### config.mk
export PLATFORM = sky130hd
export DESIGN_NAME = quad_to_serial_fifo_flat
export DESIGN_NICKNAME = d
export VERILOG_FILES = /design/src/rtl/quad_to_serial_fifo_pkg.sv /design/src/rtl/quad_to_serial_fifo_if.sv /design/src/rtl/ram16x64.sv /design/src/rtl/quad_to_serial_fifo.sv /design/src/flat_wrapper.sv
export SDC_FILE = /design/constraint.sdc
export NUM_CORES = 2
export LEC_CHECK = 0
export CAP_MARGIN = 25
export CORE_MARGIN = 2
export CORE_UTILIZATION = 65
export CTS_CLUSTER_DIAMETER = 150
export DETAILED_ROUTE_END_ITERATION = 7
export GPL_ROUTABILITY_DRIVEN = 0
export PLACE_DENSITY_LB_ADDON = 0.3
export SETUP_SLACK_MARGIN = 0.3
export SLEW_MARGIN = 20
export SYNTH_ARGS = -nofsm -noshare
export SYNTH_HDL_FRONTEND = slang
export SYNTH_HIERARCHICAL = 1
export SYNTH_SLANG_ARGS = --single-unit
### constraint.sdc
create_clock -name clock -period 10.2 [get_ports clock]
set_clock_uncertainty 0.2 [all_clocks]
set_input_delay 2.04 -clock clock [delete_from_list [all_inputs] [get_ports clock]]
set_output_delay 2.04 -clock clock [all_outputs]
set_load 0.1 [all_outputs]
### src/rtl/quad_to_serial_fifo_pkg.sv
// Shared sizing constants and types for the quad-in / sample-out buffer.
package quad_fifo_pkg;

   localparam int DEPTH   = 256;
   localparam int WIDTH   = 16;
   localparam int BANKS   = 4;
   localparam int BANK_AW = 6;

   typedef logic [WIDTH-1:0]         sample_t;
   // element 0 is the earliest sample of the beat
   typedef sample_t [BANKS-1:0]      quad_t;

endpackage

### src/rtl/quad_to_serial_fifo_if.sv
// Quad write bus, serial read bus and fill level of the quad buffer.
interface quad_to_serial_fifo_if;
   import quad_fifo_pkg::*;

   sample_t    in_data0;
   sample_t    in_data1;
   sample_t    in_data2;
   sample_t    in_data3;
   logic       in_valid;
   logic       in_ready;
   sample_t    out_data;
   logic       out_valid;
   logic       out_ready;
   logic [8:0] level;

   modport master (
      output in_data0, in_data1, in_data2, in_data3, in_valid, out_ready,
      input  in_ready, out_data, out_valid, level
   );

   modport slave (
      input  in_data0, in_data1, in_data2, in_data3, in_valid, out_ready,
      output in_ready, out_data, out_valid, level
   );

endinterface

### src/rtl/ram16x64.sv
// 16x64 simple dual-port RAM, one write port, one registered read port.
module ram16x64 (
   input  logic        clock,
   input  logic        we,
   input  logic [5:0]  waddr,
   input  logic [15:0] wdata,
   input  logic        re,
   input  logic [5:0]  raddr,
   output logic [15:0] rdata
);

   logic [15:0] mem [64];

   // write and registered read share the single clock
   always_ff @(posedge clock) begin
      if (we) mem[waddr] <= wdata;
      if (re) rdata <= mem[raddr];
   end

endmodule

### src/rtl/quad_to_serial_fifo.sv
// Quad-wide write, one-sample-per-cycle read buffer over four interleaved
// banks. A 2-entry skid buffer at the output absorbs the 1-cycle RAM read
// latency so the sink sees a gap-free stream under backpressure.
module quad_to_serial_fifo
   import quad_fifo_pkg::*;
(
   input  logic                    clock,
   input  logic                    reset_n,
   input  logic                    clear,
   quad_to_serial_fifo_if.slave    bus
);

   logic [BANK_AW-1:0] wr_row;
   logic [7:0]         rd_ptr;
   logic [8:0]         mem_cnt;
   logic               rd_pend;
   logic [1:0]         rd_bank;
   sample_t            head_d;
   sample_t            tail_d;
   logic               head_v;
   logic               tail_v;
   logic [8:0]         level_q;

   quad_t              wr_quad;
   sample_t            rd_word [BANKS];
   sample_t            rd_data;
   logic               in_ready_i;
   logic               wr_en;
   logic               pop;
   logic               rd_issue;
   logic [1:0]         skid_cnt;
   logic [1:0]         occ_after;

   assign wr_quad    = {bus.in_data3, bus.in_data2, bus.in_data1, bus.in_data0};
   assign in_ready_i = (mem_cnt <= 9'(DEPTH - 4));
   assign wr_en      = bus.in_valid & in_ready_i & ~clear;
   assign pop        = head_v & bus.out_ready & ~clear;

   // Occupancy outside the RAM once this cycle's output transfer is taken
   // out; counting the pop lets a read issue every cycle while streaming.
   assign skid_cnt   = {1'b0, head_v} + {1'b0, tail_v};
   assign occ_after  = skid_cnt + {1'b0, rd_pend} - {1'b0, pop};
   assign rd_issue   = (mem_cnt != 9'd0) & (occ_after < 2'd2) & ~clear;

   assign rd_data    = rd_word[rd_bank];

   assign bus.in_ready  = in_ready_i;
   assign bus.out_data  = head_d;
   assign bus.out_valid = head_v;
   assign bus.level     = level_q;

   for (genvar b = 0; b < BANKS; b++) begin : g_bank
      ram16x64 u_ram (
         .clock (clock),
         .we    (wr_en),
         .waddr (wr_row),
         .wdata (wr_quad[b]),
         .re    (rd_issue && (rd_ptr[1:0] == 2'(b))),
         .raddr (rd_ptr[7:2]),
         .rdata (rd_word[b])
      );
   end

   // Pointers, RAM sample count and the single in-flight read tag.
   always_ff @(posedge clock or negedge reset_n) begin
      if (!reset_n) begin
         wr_row  <= '0;
         rd_ptr  <= '0;
         mem_cnt <= '0;
         rd_pend <= 1'b0;
         rd_bank <= '0;
      end else if (clear) begin
         wr_row  <= '0;
         rd_ptr  <= '0;
         mem_cnt <= '0;
         rd_pend <= 1'b0;
         rd_bank <= '0;
      end else begin
         if (wr_en) wr_row <= wr_row + 1'b1;
         if (rd_issue) begin
            rd_ptr  <= rd_ptr + 1'b1;
            rd_bank <= rd_ptr[1:0];
         end
         rd_pend <= rd_issue;
         mem_cnt <= mem_cnt + (wr_en ? 9'd4 : 9'd0) - (rd_issue ? 9'd1 : 9'd0);
      end
   end

   // Skid buffer: head drives the output, tail catches a read that lands
   // while the head is stalled.
   always_ff @(posedge clock or negedge reset_n) begin
      if (!reset_n) begin
         head_d <= '0;
         tail_d <= '0;
         head_v <= 1'b0;
         tail_v <= 1'b0;
      end else if (clear) begin
         head_d <= '0;
         tail_d <= '0;
         head_v <= 1'b0;
         tail_v <= 1'b0;
      end else if (pop) begin
         if (tail_v) begin
            head_d <= tail_d;
            head_v <= 1'b1;
            if (rd_pend) tail_d <= rd_data;
            else         tail_v <= 1'b0;
         end else if (rd_pend) begin
            head_d <= rd_data;
            head_v <= 1'b1;
         end else begin
            head_v <= 1'b0;
         end
      end else if (rd_pend) begin
         if (head_v) begin
            tail_d <= rd_data;
            tail_v <= 1'b1;
         end else begin
            head_d <= rd_data;
            head_v <= 1'b1;
         end
      end
   end

   // Total samples held: grows by a quad per write, shrinks per output.
   always_ff @(posedge clock or negedge reset_n) begin
      if (!reset_n)    level_q <= '0;
      else if (clear)  level_q <= '0;
      else             level_q <= level_q + (wr_en ? 9'd4 : 9'd0) - (pop ? 9'd1 : 9'd0);
   end

endmodule

### src/flat_wrapper.sv
// flat-port wrapper written by rule: the top's interface ports become plain ports
module quad_to_serial_fifo_flat import quad_fifo_pkg::*;
  (clock, reset_n, clear, bus_in_data0, bus_in_data1, bus_in_data2, bus_in_data3, bus_in_valid, bus_out_ready, bus_in_ready, bus_out_data, bus_out_valid, bus_level);
  quad_to_serial_fifo_if bus_i ();
  input  logic clock;
  input  logic reset_n;
  input  logic clear;
  input wire logic [$bits(bus_i.in_data0)-1:0] bus_in_data0;
  input wire logic [$bits(bus_i.in_data1)-1:0] bus_in_data1;
  input wire logic [$bits(bus_i.in_data2)-1:0] bus_in_data2;
  input wire logic [$bits(bus_i.in_data3)-1:0] bus_in_data3;
  input wire logic [$bits(bus_i.in_valid)-1:0] bus_in_valid;
  input wire logic [$bits(bus_i.out_ready)-1:0] bus_out_ready;
  output wire logic [$bits(bus_i.in_ready)-1:0] bus_in_ready;
  output wire logic [$bits(bus_i.out_data)-1:0] bus_out_data;
  output wire logic [$bits(bus_i.out_valid)-1:0] bus_out_valid;
  output wire logic [$bits(bus_i.level)-1:0] bus_level;
  assign bus_i.in_data0 = bus_in_data0;
  assign bus_i.in_data1 = bus_in_data1;
  assign bus_i.in_data2 = bus_in_data2;
  assign bus_i.in_data3 = bus_in_data3;
  assign bus_i.in_valid = bus_in_valid;
  assign bus_i.out_ready = bus_out_ready;
  assign bus_in_ready = bus_i.in_ready;
  assign bus_out_data = bus_i.out_data;
  assign bus_out_valid = bus_i.out_valid;
  assign bus_level = bus_i.level;
  quad_to_serial_fifo u_core (.clock(clock), .reset_n(reset_n), .clear(clear), .bus(bus_i));
endmodule
==> impl_results.md <==
* Final-report max-slew violation count at 0
* Number of global-route vias before repair at 82300
* Number of buffers created by CTS at about 410
* Distinct cell type count of the synthesized netlist at 70
* Die Outline Area at 258000 um^2
* Most instantiated flip-flop cell in the synthesis netlist: sky130_fd_sc_hd__edfxtp_1
* Final Net Count at 8293
* Type of the setup path with the least slack: primary input to register
* FF-to-FF path depth at 17
* Number of antenna violations at the first check in global routing at 29
* CTS resizes at 0
* Routed WL per cell at approximately 33 um
* Yosys warnings at 6
* Yosys top cell area share at 0.757
* Buffers inserted during post-CTS setup optimization at 0
* Cell count after synthesis at just under 8000
* Type of the most critical hold path: register to register
* Net count after synthesis at slightly below 8000
* Max VDD drop at about 0.19 mV
* Worst endpoint data arrival time at 7.45 ns
* Depth of the CTS H-tree at 5
* Core ar. at roughly 250000 um^2
* Highest attainable clock frequency at 146 MHz
* Top post-synthesis cells by area: sky130_fd_sc_hd__edfxtp_1 76%, sky130_fd_sc_hd__mux4_2 12%, sky130_fd_sc_hd__mux2i_1 2.2%
* Number of I/O port buffers at 95
* Floorplan die width at 508 um
* Final Cycle Share at 0.669
* Avg Synthesized Cell Area at around 21 um^2
* Pin count of the biggest net entering global routing at around 150
* Half-perimeter wire length of the detailed placement result at around 220000 um
* Data required time at the worst endpoint at between 10 and 15 ns
* Starting utilization of the core area at 0.651
* CP Capture Type: register
* Result of the run: finished, final reports clean
* First-pass GRT wire length at between 500000 and 600000 um
* Final hold violations at 0
* Global Route Usage Sum at 0.309
* TritonCTS clock tree: built
* Share of cells above drive strength 1 at 0.247
* Fraction of registers with async set/reset at 0.0163
* Leak Pwr at around 0.056 uW
* Crit-path max FO at 61
* Num Clock Sinks at about 4200
* Root buffer selected by CTS: sky130_fd_sc_hd__clkbuf_16
* Number of search-and-repair iterations in the first detailed-routing pass at 6
* Number of standard-cell rows in the floorplan at 185
* Share of the synthesized netlist area taken by xor and xnor gates at 0.000159
* Count of max-cap constraint violations at 0
* Number of synthesized flops with an enable pin at between 4000 and 5000
* Finished Core Util at 0.723
* Sum of overflow across all layers after global routing at 0
* Worst-path clk slew at ~0.060 ns
* Number of DRC violations after detailed routing at 0
* Pin slew with the least headroom to its limit at 1.18 ns
* Maximum root-to-sink buffer count at 4
* Number of register bits inferred by synthesis at ~4200
* Shortest period the worst path allows at 6.83 ns
* Area share of fa/ha/maj cells after synthesis at 0.00267
* Skew-Pair Late Insertion Delay at about 1 ns
* Simple-gate share of the synthesized area at 0.0293
* Setup repair after global routing missed its margin: false
* Relative area change from synthesis to final layout at 10.9%
* Min-Delay Path Depth at 1
* Netlist area before placement at approximately 170000 um^2
* Avg Vias per Cell at just under 7
* TNS Setup at 0 ns
* Critical path launch point type: primary input
* Worst slew margin at 0.205
* Largest family of logic cells by synthesized area: multiplexers
* Seq/Total Area, Yosys at 0.767
* Iter 0 DRT Violations at approximately 13000
* Die H at 508 um
* Power density of the placed cells at between 200 and 250 nW/um^2
* Final setup vio count at 0
* Final WL at about 400000 um
* Fraction of synthesized area in multiplexers at 0.154
* Top Ports at 96
* Commonest cells in the synthesized netlist: 4160 x sky130_fd_sc_hd__edfxtp_1, 896 x sky130_fd_sc_hd__mux4_2, 361 x sky130_fd_sc_hd__mux2i_1, 328 x sky130_fd_sc_hd__nor2_1, 247 x sky130_fd_sc_hd__nand2_1
* CTS Hold Buffers Added at 0
* DRT antenna net count at 0
* Count leader, synth: sky130_fd_sc_hd__edfxtp_1
* Yosys top cell by area: sky130_fd_sc_hd__edfxtp_1
* Compound-cell area share of the yosys netlist at 0.0273
* Via Count at a little over 80000
[state kept, by name, indices dropped and copies added (netlist names)]
register / cells
u_core/g_bank.u_ram/mem: 4096
u_core/tail_d: 16
u_core/rd_bank: 2
u_core/bus.out_valid: 1
u_core/mem_cnt: 9
u_core/g_bank.u_ram/rdata: 64
u_core/bus.level: 9
u_core/wr_row: 6
u_core/bus.out_data: 16
u_core/tail_v: 1
u_core/rd_pend: 1
u_core/rd_ptr: 8
[cell usage in the layout, fill, tap and decap left out, drive strengths merged, types with 32 or more instances in the layout]
| cell | count |
|---|---|
| inv | 39 |
| bufinv | 36 |
| a211o | 32 |
| a311oi | 32 |
| a211oi | 53 |
| o21ai | 43 |
| a22o | 40 |
| clkinv | 163 |
| a31oi | 36 |
| nor2 | 337 |
| edfxtp | 4160 |
| nand2 | 251 |
| nand3 | 103 |
| dfrtp | 69 |
| nand4 | 50 |
| mux2 | 112 |
| a22oi | 156 |
| ha | 32 |
| mux4 | 912 |
| buf | 462 |
| a21oi | 84 |
| clkbuf | 517 |
| a221oi | 64 |
| nor2b | 129 |
| mux2i | 361 |
[critical path, cell delays in order]
cell	delay, ns
sky130_fd_sc_hd__buf_2	0.07
sky130_fd_sc_hd__buf_4	0.53
sky130_fd_sc_hd__inv_1	0.48
sky130_fd_sc_hd__and3_1	0.36
sky130_fd_sc_hd__ha_1	0.28
sky130_fd_sc_hd__inv_1	0.04
sky130_fd_sc_hd__ha_1	0.28
sky130_fd_sc_hd__a21oi_2	0.13
sky130_fd_sc_hd__xnor2_1	0.15
sky130_fd_sc_hd__buf_2	0.23
sky130_fd_sc_hd__nor3_1	0.91
sky130_fd_sc_hd__ha_1	0.32
sky130_fd_sc_hd__inv_1	0.06
sky130_fd_sc_hd__ha_1	0.21
sky130_fd_sc_hd__inv_1	0.10
sky130_fd_sc_hd__fa_1	0.20
sky130_fd_sc_hd__nor2b_1	0.08
sky130_fd_sc_hd__o31a_1	0.27
sky130_fd_sc_hd__o2111ai_1	0.19
sky130_fd_sc_hd__or3b_2	0.47
[stage by stage]
stage / cell area, um^2 / worst slack (ns) / hold slack, ns / power [uW] / instances
6_report: 183000 / 3.37 / 0.310 / 37700 / 11900
5_1_grt: 183000 / 3.17 / 0.314 / 38600 / 11900
4_1_cts: 183000 / 3.46 / 0.309 / 37800 / 11900
3_5_place_dp: 170000 / 2.48 / 0.290 / 23300 / 11100
3_3_place_gp: 170000 / 2.45 / 0.289 / 23200 / 11100
2_1_floorplan: 165000 / 4.33 / 0.272 / 22200 / 7722
[report_power, final]
| group | internal, uW | switching [uW] |
|---|---|---|
| clock network | 8430 | 6280 |
| registers | 19300 | 201 |
| logic | 1350 | 2120 |
| total | 29100 | 8600 |
[kinds of logic after synthesis]
family | Yosys count
buffers and inverters | 472
multiplexers | 1385
XOR/XNOR | 3
adder cells (fa/ha/maj) | 34
flip-flops | 4229
AO/OA/AOI/OAI | 606
AND/OR/NAND/NOR | 993
[layout make-up]
| type | count | area [um^2] |
|---|---|---|
| Clock buffer | 516 | 10800 |
| Antenna cell | 10 | 25.0 |
| Clock inverter | 230 | 2100 |
| Tap cell | 3366 | 4210 |
| Fill cell | 13700 | 70300 |
| Sequential cell | 4229 | 127000 |
| Multi-Input combinational cell | 3021 | 35400 |
| Inverter | 34 | 128 |
| Timing Repair Buffer | 492 | 3820 |
[metal layers]
| metal | GRT usage | vias up | share of wire |
|---|---|---|---|
| met5 | 0 | - | 0.00045 |
| met2 | 0.492 | 5716 | 0.49 |
| met4 | 0.123 | 28 | 0.045 |
| met3 | 0.0632 | 948 | 0.11 |
| li1 | - | 33200 | - |
| met1 | 0.429 | 42600 | 0.35 |
[final timing paths]
path                                                        from                                 end  slack [ns]
worst max-delay path                                       clear         u_core/mem_cnt[7]$_DFF_PN0_        3.37
worst min-delay path                u_core/tail_d[9]$_DFFE_PN0P_        u_core/tail_d[9]$_DFFE_PN0P_        0.31
worst max register to register  u_core/bus.out_valid$_DFFE_PN0P_         u_core/mem_cnt[7]$_DFF_PN0_        5.18
worst min register to register      u_core/tail_d[9]$_DFFE_PN0P_        u_core/tail_d[9]$_DFFE_PN0P_        0.31
max in group asynchronous                                reset_n        u_core/rd_ptr[3]$_DFFE_PN0P_        7.91
min in group asynchronous                                reset_n  u_core/bus.out_data[4]$_DFFE_PN0P_        0.68
Power figures use the tool's default switching activity.
